### config.mk
export PLATFORM = sky130hd
export DESIGN_NAME = vxe_pipe_rcv
export DESIGN_NICKNAME = d
export VERILOG_FILES = /design/src/rtl/vxe_pipe_pkg.sv /design/src/rtl/vxe_pipe_rcv_fifo.sv /design/src/rtl/vxe_pipe_rcv.sv
export SDC_FILE = /design/constraint.sdc
export NUM_CORES = 1
export LEC_CHECK = 0
export BUFFER_PORTS_ARGS = -buffer_cell sky130_fd_sc_hd__clkbuf_2
export CORE_AREA = 8 8 132 226
export CTS_CLUSTER_DIAMETER = 100
export DETAILED_ROUTE_END_ITERATION = 16
export DIE_AREA = 0 0 140 234
export PLACE_DENSITY = 0.56
export SETUP_SLACK_MARGIN = 0.3
export SYNTH_ARGS = -nofsm -noshare
export SYNTH_HDL_FRONTEND = slang
export SYNTH_SLANG_ARGS = --single-unit
### constraint.sdc
create_clock -name clk -period 6.9 [get_ports clk]
set_clock_uncertainty 0.05 [all_clocks]
set_input_delay 1.38 -clock clk [delete_from_list [all_inputs] [get_ports clk]]
set_output_delay 1.38 -clock clk [all_outputs]
set_load 0.005 [all_outputs]
### src/rtl/vxe_pipe_pkg.sv
// Shared definitions for the vxe_pipe receive side: counter width helper and
// debug encodings for the protocol-error causes.
package vxe_pipe_pkg;

   typedef enum logic [1:0] {
      ERR_NONE,
      ERR_NOCREDIT,
      ERR_OVERFLOW,
      ERR_SPURIOUS
   } err_cause_e;

   // Bits needed to hold values 0..depth inclusive.
   function automatic int unsigned cw_calc(input int unsigned depth);
      int unsigned w;
      w = 0;
      for (int unsigned i = 0; i < 32; i++) begin
         if ((64'd1 << i) <= 64'(depth)) w = i + 1;
      end
      return w;
   endfunction

endpackage

### src/rtl/vxe_pipe_rcv_fifo.sv
// Word FIFO for the pipe receiver: storage, wrapping pointers and occupancy.
// Pushes into a full FIFO are accepted only when a pop frees a slot the same cycle.
module vxe_pipe_rcv_fifo
   import vxe_pipe_pkg::*;
#(
   parameter int DATA_WIDTH = 32,
   parameter int DEPTH      = 8,
   localparam int CW        = cw_calc(DEPTH),
   localparam int AW        = $clog2(DEPTH)
) (
   input  logic                  clk,
   input  logic                  nrst,
   input  logic                  push,
   input  logic [DATA_WIDTH-1:0] wdata,
   input  logic                  pop,
   output logic [DATA_WIDTH-1:0] rdata,
   output logic [CW-1:0]         count,
   output logic                  full,
   output logic                  empty
);

   logic [DATA_WIDTH-1:0] mem [DEPTH];
   logic [AW-1:0]         wr_ptr;
   logic [AW-1:0]         rd_ptr;
   logic                  push_en;
   logic                  pop_en;

   assign full    = (count == CW'(DEPTH));
   assign empty   = (count == '0);
   assign pop_en  = pop && !empty;
   assign push_en = push && (!full || pop_en);
   assign rdata   = empty ? '0 : mem[rd_ptr];

   always_ff @(posedge clk or negedge nrst) begin
      if (!nrst) begin
         wr_ptr <= '0;
         rd_ptr <= '0;
         count  <= '0;
      end else begin
         if (push_en) wr_ptr <= wr_ptr + AW'(1);
         if (pop_en)  rd_ptr <= rd_ptr + AW'(1);
         case ({push_en, pop_en})
            2'b10:   count <= count + CW'(1);
            2'b01:   count <= count - CW'(1);
            default: count <= count;
         endcase
      end
   end

   // Storage is intentionally left out of reset.
   always_ff @(posedge clk) begin
      if (push_en) mem[wr_ptr] <= wdata;
   end

endmodule

### src/rtl/vxe_pipe_rcv.sv
// Receive end of vxe_pipe_2: credit accounting toward the producer plus a FIFO
// toward a valid/ready consumer. Define VXE_PIPE_RCV_BYPASS_EN for a zero-latency empty-FIFO path.
module vxe_pipe_rcv
   import vxe_pipe_pkg::*;
#(
   parameter int DATA_WIDTH = 32,
   parameter int DEPTH      = 8,
   localparam int CW        = cw_calc(DEPTH)
) (
   input  logic                  clk,
   input  logic                  nrst,
   input  logic                  i_issue,
   output logic                  o_credit,
   input  logic [DATA_WIDTH-1:0] i_data,
   input  logic                  i_vld,
   output logic [DATA_WIDTH-1:0] o_data,
   output logic                  o_vld,
   input  logic                  i_rdy,
   output logic                  o_busy,
   output logic                  o_err,
   output logic [CW-1:0]         o_used
);

   logic [CW-1:0]         used_q;
   logic [CW-1:0]         used_d;
   logic                  err_q;
   err_cause_e            cause;
   logic                  bypass;
   logic                  pop;
   logic                  fifo_pop_eff;
   logic [DATA_WIDTH-1:0] fifo_rdata;
   logic [CW-1:0]         fifo_count;
   logic                  fifo_full;
   logic                  fifo_empty;

`ifdef VXE_PIPE_RCV_BYPASS_EN
   assign bypass = fifo_empty && i_vld && i_rdy;
`else
   assign bypass = 1'b0;
`endif

   vxe_pipe_rcv_fifo #(
      .DATA_WIDTH (DATA_WIDTH),
      .DEPTH      (DEPTH)
   ) u_fifo (
      .clk   (clk),
      .nrst  (nrst),
      .push  (i_vld && !bypass),
      .wdata (i_data),
      .pop   (i_rdy),
      .rdata (fifo_rdata),
      .count (fifo_count),
      .full  (fifo_full),
      .empty (fifo_empty)
   );

   assign o_vld        = !fifo_empty || bypass;
   assign o_data       = bypass ? i_data : fifo_rdata;
   assign pop          = o_vld && i_rdy;
   assign fifo_pop_eff = i_rdy && !fifo_empty;
   assign o_credit     = (used_q < CW'(DEPTH));
   assign o_busy       = (used_q != '0);
   assign o_used       = used_q;
   assign o_err        = err_q;

   // Saturate at both ends so illegal issue/pop traffic cannot wrap the counter.
   always_comb begin
      used_d = used_q;
      if (i_issue && !pop && (used_q != CW'(DEPTH)))
         used_d = used_q + CW'(1);
      else if (pop && !i_issue && (used_q != '0))
         used_d = used_q - CW'(1);
   end

   always_comb begin
      cause = ERR_NONE;
      if (i_issue && !o_credit)
         cause = ERR_NOCREDIT;
      else if (i_vld && fifo_full && !fifo_pop_eff)
         cause = ERR_OVERFLOW;
      else if (i_vld && (fifo_count >= used_q))
         cause = ERR_SPURIOUS;
   end

   always_ff @(posedge clk or negedge nrst) begin
      if (!nrst) begin
         used_q <= '0;
         err_q  <= 1'b0;
      end else begin
         used_q <= used_d;
         if (cause != ERR_NONE) err_q <= 1'b1;
      end
   end

endmodule

==> results.md <==
* Synthesis-to-finish area growth at 15.3%
* Crit share post-route at 65.0%
* Via count at 5157
* Layout net count at 667
* Crit-path max FO at 39
* Mapped Area at 10800 um2
* Final Hold Vio Count at 0
* Gr usage total at 13.9%
* Initial antenna violation count at 0
* Hold_ws at 541 ps
* Top Ports at 77
* Sequential share of the synthesized area at 74.8%
* CP arrival at 3060 ps
* Slew @ Worst Pin at 816 ps
* Total power at 5.19 mW
* Most frequent cells in the layout: edfxtp_1 (256), clkbuf_2 (76), mux4_2 (64), nor2_1 (37), mux2i_1 (32)
* Synth cell types at 42
* Vias in the first global route at 5689
* CTS Hold Bufs at 0
* Port Buf Inserts at 76
* Power Density at 418 nW/um2
* CP startpoint kind: register
* Placer Congestion at 0.721
* Fillers at 2283
* DRC viols at 0
* Die area at 32800 um2
* Postcts setup bufs at 0
* Syn Nets at 570
* Detail Placement HPWL at 13.3 mm
* Avg WL per Cell at 23.0 um
* Routed wire length at 22.2 mm
* Initial DRC count at 286
* CP max stage delay at 950 ps
* First-pass GRT wire length at 34.3 mm
* Minimum setup slack among reg-to-reg paths at 3930 ps
* Fmax at 223 MHz
* Final Max Tran Viols at 0
* Site row count at 80
* Number of CTS-inserted buffers at 25
* # setup viols final at 0
* Chip width at 140 um
* Vias/cell at 5.35
* CTS clock-pin slew for the worst setup and hold paths at 60 ps
* Hold EP: u_fifo.count[3]
* Clk buf depth at 3
* Max_cap viols at 0
* Clock tree sinks at 271
* Setup TNS at 0 ps
* Slew HR at 45.6%
* CTS H-tree lvls at 1
* Crit-path cells: buf_4 -> mux4_2 -> mux2i_1 -> nor2_1 -> clkbuf_2
* Commonest non-fill, non-tap cell in the layout: edfxtp_1
* ANT nets after route at 0
* Outcome: finished, final reports clean
* Syn_area_per_cell at 20.7 um2
* Placeable Area at 26800 um2
* Clock Latency Late Sink at 510 ps
* Warning count from the yosys run at 0
* WHS Path Cells at 1
* Crit Reg-Reg Endpoint: o_used[3]
* Nature of the critical path endpoint: primary output
* Final worst setup slack at 2410 ps
* Post-Syn Instances at 521
* DR pass1 iterations at 4
* Root buffer cell: clkbuf_16
* Synth Register Bits at 271
* Die height at 234 um
* CTS tree: built
* RSZ-0062 raised after global routing: no
* Layout cell share with drive strength beyond 1 at 34.0%
* Worst reg2reg path startpoint: u_fifo.count[1]
* Final Critical Period at 4490 ps
* Largest net degree at the start of global routing at 40
* Cts repair resizes at 0
* Max stage delay cell, worst path: dfrtp_4
* Maximum VDD drop at 0.262 mV
* Starting density of the core at 40.2%
* Worst EP required at 5470 ps
* Leak at 4.25 nW
* Reg2Reg Depth at 11
* Hold_sp: u_fifo.count[3]
* Congestion Overflow GR at 0
* Critical Setup Path Class: register to primary output
* Diode count at 0
* Worst slack, placed at 2830 ps
* Hold WC Path Type: register to register
==> cells by family after synthesis <==
logic type | after synthesis | share of synthesized area [%]
AOI/OAI and AO/OA | 19 | 1.23
adders and majority gates | 12 | 1.46
xor gates and xnor gates | 13 | 1.13
buffers and inverters | 31 | 1.46
and+or+nand+nor | 78 | 3.47
muxes | 97 | 16.4
DFF | 271 | 74.8
==> worst max-delay path: cells and delay by family, from the launching register on <==
kind          cells  cell delay, ps
flops             1             950
mux               2             720
simple gates      1             100
buf+inv           2             760
==> where the power goes <==
part | switching [mW] | internal (mW) | leakage, nW
Clock | 0.572 | 0.757 | 0.384
Combinational | 0.763 | 0.771 | 1.37
Sequential | 0.251 | 2.07 | 2.50
==> metrics by stage <==
stage / cell area [um2] / cells / utilization (%)
floorplan: 10800 / 521 / -
global placement: 11600 / 919 / 43.4
detailed placement: 11600 / 919 / 43.4
CTS: 12400 / 964 / 46.3
global route: 12400 / 964 / 46.3
finish: 12400 / 964 / 46.3
==> layout make-up <==
type,instances,area [um2],area share [%]
clock inverter,13,130,1.05
tap,328,410,3.30
sequential,271,8070,65.0
multi-input combinational,219,2610,21.0
inverter,7,28.8,0.232
timing repair buffer,94,515,4.15
clock buffer,32,662,5.33
==> sequential cells by signal, indices dropped and copies added (netlist names) <==
register       count
o_err              1
o_used             4
u_fifo.count       4
u_fifo.mem       256
u_fifo.rd_ptr      3
u_fifo.wr_ptr      3
==> worst max-delay path by stage <==
stage,startpoint,to,slack [ps],cells past startpoint
after global routing,u_fifo.rd_ptr[0],o_data[13],2130,5
after floorplan,i_rdy,u_fifo.mem[0][0],1520,4
after detailed placement,u_fifo.rd_ptr[0],o_data[13],2830,5
final,u_fifo.rd_ptr[0],o_data[13],2410,5
after global placement,u_fifo.rd_ptr[0],o_data[13],2850,5
after CTS,u_fifo.rd_ptr[0],o_data[13],2270,5
==> cells in the mapped netlist, drive strengths merged <==
cell      n  area (um2)
a21boi    1        7.51
a21o      2        15.0
a21oi     5        25.0
a221oi    1        15.0
a31oi     2        12.5
and2      1        6.26
buf      18         106
clkbuf    6        22.5
dfrtp    15         375
edfxtp  256        7690
fa        1        20.0
ha       11         138
inv       7        28.8
mux2      1        11.3
mux2i    32         320
mux4     64        1440
nand2    17        80.1
nand2b    4        25.0
nand3     1        5.00
nand3b    3        22.5
nor2     40         150
nor2b     2        12.5
nor3      8        45.0
nor4      2        27.5
o211ai    1        7.51
o21a      1        7.51
o21ai     3        15.0
o311a     1        10.0
o31a      1        8.76
o32ai     1        8.76
xnor2     8        77.6
xor2      5        43.8
==> routing by layer <==
| metal | vias up | part of all wire [%] | GRT usage [%] |
|---|---|---|---|
| met5 | - | 0 | 0 |
| met4 | 0 | 2.0 | 4.60 |
| met3 | 27 | 3.1 | 2.00 |
| met2 | 90 | 55 | 25.9 |
| met1 | 2734 | 40 | 16.1 |
| li1 | 2306 | - | - |
(Power assumes the default switching activity.)
